===== src/rtl/vcache_perf_counter_bank.sv =====
// Per-bank vcache event counters (saturating, sticky sat) with atomic snapshot streamed one counter per beat.
// Latency: beat 0 valid the cycle after acceptance; backpressure holds the beat, live counting never stalls.
module vcache_perf_counter_bank #(
  parameter  int num_banks_p      = 4,
  parameter  int ctr_width_p      = 32,
  parameter  int tag_width_p      = 32,
  localparam int bank_id_width_lp = (num_banks_p > 1) ? $clog2(num_banks_p) : 1
) (
  input  logic                        clk_i,
  input  logic                        reset_n_i,
  input  logic [6*num_banks_p-1:0]    ev_v_i,
  input  logic [31:0]                 global_ctr_i,
  input  logic                        snap_v_i,
  input  logic                        snap_clear_i,
  input  logic [tag_width_p-1:0]      snap_tag_i,
  output logic                        snap_ready_o,
  output logic                        rd_v_o,
  input  logic                        rd_ready_i,
  output logic [bank_id_width_lp-1:0] rd_bank_o,
  output logic [2:0]                  rd_event_o,
  output logic [ctr_width_p-1:0]      rd_count_o,
  output logic                        rd_sat_o,
  output logic [tag_width_p-1:0]      rd_tag_o,
  output logic [31:0]                 rd_time_o,
  output logic                        rd_last_o
);

  localparam int n_ctr_lp     = 6 * num_banks_p;
  localparam int idx_width_lp = $clog2(n_ctr_lp);

  typedef enum logic {IDLE_S, DRAIN_S} state_e;

  state_e                   state_q, state_d;
  logic [idx_width_lp-1:0]  idx_q, idx_d;
  logic [bank_id_width_lp-1:0] bank_q, bank_d;
  logic [2:0]               ev_q, ev_d;

  logic [ctr_width_p-1:0]   live_q [n_ctr_lp];
  logic [ctr_width_p-1:0]   live_d [n_ctr_lp];
  logic [ctr_width_p-1:0]   shd_q  [n_ctr_lp];
  logic [ctr_width_p-1:0]   shd_d  [n_ctr_lp];
  logic [n_ctr_lp-1:0]      sat_q, sat_d, shd_sat_q, shd_sat_d;
  logic [tag_width_p-1:0]   tag_q, tag_d;
  logic [31:0]              time_q, time_d;

  logic snap_acc, rd_hs, last_beat, draining;

  assign draining  = (state_q == DRAIN_S);
  assign snap_acc  = snap_v_i & (state_q == IDLE_S);
  assign rd_hs     = draining & rd_ready_i;
  assign last_beat = (idx_q == idx_width_lp'(n_ctr_lp - 1));

  always_ff @(posedge clk_i or negedge reset_n_i) begin
    if (!reset_n_i) begin
      state_q <= IDLE_S;
    end else begin
      state_q <= state_d;
    end
  end

  always_comb begin
    state_d = state_q;
    case (state_q)
      IDLE_S:  if (snap_acc) state_d = DRAIN_S;
      DRAIN_S: if (rd_hs && last_beat) state_d = IDLE_S;
      default: state_d = IDLE_S;
    endcase
  end

  always_comb begin
    snap_ready_o = (state_q == IDLE_S);
    rd_v_o       = draining;
    rd_last_o    = draining & last_beat;
    rd_bank_o    = bank_q;
    rd_event_o   = ev_q;
    rd_count_o   = draining ? shd_q[idx_q] : '0;
    rd_sat_o     = draining & shd_sat_q[idx_q];
    rd_tag_o     = tag_q;
    rd_time_o    = time_q;
  end

  // bank/event tracked alongside the flat index to avoid a divide-by-6
  always_comb begin
    idx_d  = idx_q;
    bank_d = bank_q;
    ev_d   = ev_q;
    if (snap_acc) begin
      idx_d  = '0;
      bank_d = '0;
      ev_d   = '0;
    end else if (rd_hs) begin
      if (last_beat) begin
        idx_d  = '0;
        bank_d = '0;
        ev_d   = '0;
      end else begin
        idx_d = idx_q + idx_width_lp'(1);
        if (ev_q == 3'd5) begin
          ev_d   = '0;
          bank_d = bank_q + bank_id_width_lp'(1);
        end else begin
          ev_d = ev_q + 3'd1;
        end
      end
    end
  end

  always_comb begin
    for (int i = 0; i < n_ctr_lp; i++) begin
      live_d[i] = live_q[i];
      sat_d[i]  = sat_q[i];
      if (snap_acc && snap_clear_i) begin
        live_d[i] = ev_v_i[i] ? ctr_width_p'(1) : '0;
        sat_d[i]  = 1'b0;
      end else if (ev_v_i[i]) begin
        if (&live_q[i]) begin
          sat_d[i] = 1'b1;
        end else begin
          live_d[i] = live_q[i] + ctr_width_p'(1);
        end
      end
    end
  end

  // shadow captures pre-event live values of the accepting cycle
  always_comb begin
    shd_sat_d = shd_sat_q;
    tag_d     = tag_q;
    time_d    = time_q;
    for (int i = 0; i < n_ctr_lp; i++) begin
      shd_d[i] = shd_q[i];
    end
    if (snap_acc) begin
      shd_sat_d = sat_q;
      tag_d     = snap_tag_i;
      time_d    = global_ctr_i;
      for (int i = 0; i < n_ctr_lp; i++) begin
        shd_d[i] = live_q[i];
      end
    end
  end

  always_ff @(posedge clk_i or negedge reset_n_i) begin
    if (!reset_n_i) begin
      idx_q     <= '0;
      bank_q    <= '0;
      ev_q      <= '0;
      sat_q     <= '0;
      shd_sat_q <= '0;
      tag_q     <= '0;
      time_q    <= '0;
      for (int i = 0; i < n_ctr_lp; i++) begin
        live_q[i] <= '0;
        shd_q[i]  <= '0;
      end
    end else begin
      idx_q     <= idx_d;
      bank_q    <= bank_d;
      ev_q      <= ev_d;
      sat_q     <= sat_d;
      shd_sat_q <= shd_sat_d;
      tag_q     <= tag_d;
      time_q    <= time_d;
      for (int i = 0; i < n_ctr_lp; i++) begin
        live_q[i] <= live_d[i];
        shd_q[i]  <= shd_d[i];
      end
    end
  end

endmodule


===== config.mk =====
export PLATFORM = sky130hd
export DESIGN_NAME = vcache_perf_counter_bank
export DESIGN_NICKNAME = d
export VERILOG_FILES = /design/src/rtl/vcache_perf_counter_bank.sv
export SDC_FILE = /design/constraint.sdc
export NUM_CORES = 2
export LEC_CHECK = 0
export CORE_AREA = 2 2 453 455
export CTS_CLUSTER_SIZE = 16
export DETAILED_ROUTE_END_ITERATION = 10
export DIE_AREA = 0 0 455 457
export MAX_ROUTING_LAYER = met4
export PLACE_DENSITY_LB_ADDON = 0.12
export REMOVE_ABC_BUFFERS = 1
export SYNTH_ARGS = -nofsm -noshare
export SYNTH_HDL_FRONTEND = slang
export SYNTH_SLANG_ARGS = --single-unit

===== constraint.sdc =====
create_clock -name clk_i -period 3.85 [get_ports clk_i]
set_input_delay 0.5775 -clock clk_i [delete_from_list [all_inputs] [get_ports clk_i]]
set_output_delay 0.5775 -clock clk_i [all_outputs]
set_load 0.05 [all_outputs]

==> reports/qor.csv <==
stage;metric;value;unit
outcome;status;finished with violations;
outcome;violations;setup timing;
critical_path;endpoint_kind;primary output;
timing;setup_slack;-0.0477;ns
timing;setup_violations;8;
die;die_x;455;um
clock_network;htree_levels;4;
layout;drive_above_1_share;9.67;%
place;placed_area;87100;um^2
timing;finalHoldViolCount;0;
critical_path;startpoint_type;flip-flop;
critical_path;critPathCapture;rd_count_o[31];
critical_path;r2r_cells;6;
place;portBuffers;197;
global_routing;antenna_found_initial;15;
die;die_area;208000;um^2
synth;netlist_area;80600;um^2
synth;yosys-top-cells-count;3002 x nand2_1, 1659 x dfrtp_1, 776 x nor2_1;
timing;timing.final.crit_share;101;%
pwr;peakVddDrop;0.000551;V
synth;synth-seq-area-share;51.5;%
synth;yosysTopAreaCell;dfrtp_1;
critical_path;r2r_slack;0.99;ns
clock_network;clockBufferDepth;3;
timing;finClkSkew;0.0408;ns
synth;yosys_warnings;0;
synth;ys_types;94;
global_routing;first_global_vias;63900;
pwr;finalPower;54.5;mW
synth;synth_edf_count;0;
clock_network;clk_pin_slew;0.06;ns
timing;slew_headroom;18.1;%
die;ios;198;
clock_network;cts_tree;yes;
detailed_routing;ant_nets;0;
critical_path;critPathRequiredTime;3.27;ns
global_routing;grt_overflow;0;
place;dpl.hpwl;197000;um
worst_hold_path;hold_class;input port to flip-flop;
timing;fmax;257;MHz
timing;tightest_slew;1.20;ns
global_routing;track_usage;27.4;%
clock_network;numCtsBuffers;189;
timing;tns;-0.133;ns
synth;ys_async_sr_fraction;100;%
detailed_routing;via_per_inst;5.56;
timing;fin_crit;3.90;ns
detailed_routing;vias;66100;
critical_path;cp-startpoint;idx_q[0];
detailed_routing;wire_per_inst;23.3;um
critical_path;cp.arrival;3.32;ns
timing;grt_setup_unrepaired;yes;
critical_path;path_class;flip-flop to primary output;
synth;synthCells;8852;
layout;final_cell_area;94300;um^2
die;core_region_area;203000;um^2
synth;synth_area_leaders;dfrtp_1 51%, nand2_1 14%, mux4_2 4.6%;
layout;fin_nets;9167;
layout;area_growth;16.9;%
die;die_h;457;um
timing;drv_slew;0;
critical_path;r2r_start;rd_v_o;
place;gp_congestion;0.956;
pwr;power.leakage;44.7;nW
clock_network;clk_latency;0.86;ns
die;initial_utilization;39.7;%
clock_network;clockRootBuffer;clkbuf_16;
flow_run;drv_cap;0;
place;dpl.cell_count;11500;
synth;avgSynthCellArea;9.11;um^2
critical_path;cp_max_fo;12;
detailed_routing;first_iter_violations;6627;
pwr;power.density;578;nW/um^2
layout;stdcell_count;11900;
layout;final_util;46.4;%
place;post-place-ws;0.238;ns
synth;synth_most_common_cell;nand2_1;
worst_hold_path;holdPathStages;3;
die;rows;166;
synth;synth_top_area_share;51.5;%
critical_path;r2r-end;live_q[498];
detailed_routing;drt_wl_total;277000;um
global_routing;grt_pass1_wl;421000;um
detailed_routing;drcViolationCount;0;
timing;finalHoldWorstSlack;0.260;ns
synth;synth_top_flop_cell;dfrtp_1;
global_routing;grt_max_degree;151;
synth;ys_ff_latch;1659;
detailed_routing;dr.pass1.iters;6;
clock_network;clock_sinks;1659;
-- routing by layer --
| layer | vias to the layer above | track usage (%) | wire [um] |
|---|---|---|---|
| met4 | 0 | 9.43 | 10300 |
| met3 | 366 | 3.75 | 17000 |
| met1 | 33300 | 40.0 | 129000 |
| met5 | - | - | 0 |
| li1 | 30400 | - | - |
| met2 | 2036 | 39.0 | 120000 |
-- final cells by class --
type	instances	area (um^2)
clock inverters	65	663
multi-input cells	6667	37400
inverters	73	274
repair buffers	459	5260
diodes	6	15.0
well taps	2688	3360
flip-flops and latches	1659	41500
fillers	19500	109000
clock buffers	285	5750
-- registers in the layout, summed over array words and instances, names as in the netlist --
name / flops
rd_v_o: 1
rd_time_o: 32
shd_q: 768
idx_q: 5
rd_bank_o: 2
sat_q: 24
live_q: 768
rd_event_o: 3
rd_tag_o: 32
shd_sat_q: 24
-- critical path: stages (launching register included) --
cell,delay (ns)
dfrtp_4,0.49
buf_12,0.21
bufbuf_16,0.36
mux4_2,0.64
a32oi_1,0.19
o221ai_1,0.14
buf_4,0.22
buf_12,0.16
-- power breakdown --
group | internal [mW] | leakage (nW) | switching [mW]
combinational | 4.95 | 18.9 | 8.42
sequential | 19.8 | 22.6 | 2.71
clock | 10.8 | 3.17 | 7.78
-- kinds of logic (layout without fill, tap and decap cells) --
| family | Yosys count | after routing | synth area share (%) |
|---|---|---|---|
| AND/OR/NAND/NOR | 5202 | 5202 | 28.6 |
| flip-flops | 1659 | 1659 | 51.5 |
| AO/OA/AOI/OAI | 587 | 587 | 4.71 |
| XOR/XNOR | 574 | 574 | 6.23 |
| buffers and inverters | 526 | 882 | 2.56 |
| multiplexers | 279 | 279 | 6.02 |
| adder cells (fa/ha/maj) | 25 | 25 | 0.388 |
| other | 0 | 6 | 0 |
-- cells in the final DEF (no fill, tap or decap), drive strengths merged, types with 39 or more instances in the layout --
cell              n
dfrtp          1659
mux2i           113
nor3            132
clkdlybuf4s50   162
inv              79
a21oi           150
clkinv           43
o21ai           188
xor2            394
mux4            165
and3            147
nand2          3003
buf             292
clkbuf          287
and2             56
nand4           343
or3             101
nand3           365
nor2            776
nor4             70
and4             98
a31oi            39
xnor2           180
-- worst min path at each step --
stage | start | to
floorplan | reset_n_i | idx_q[0]
global placement | shd_q[110] | shd_q[110]
detailed placement | sat_q[6] | shd_sat_q[6]
CTS | snap_tag_i[8] | rd_tag_o[8]
global route | global_ctr_i[24] | rd_time_o[24]
finish | global_ctr_i[20] | rd_time_o[20]
-- timing repair --
item                       in CTS  in global routing
cloned                          4                  2
gates resized for setup        50                 21
setup endpoints to repair      33                 31
hold buffers                    1                  0
hold endpoints to repair       71                  0
buffers inserted               13                  1
Note: power is estimated with default switching activity, not from simulation.
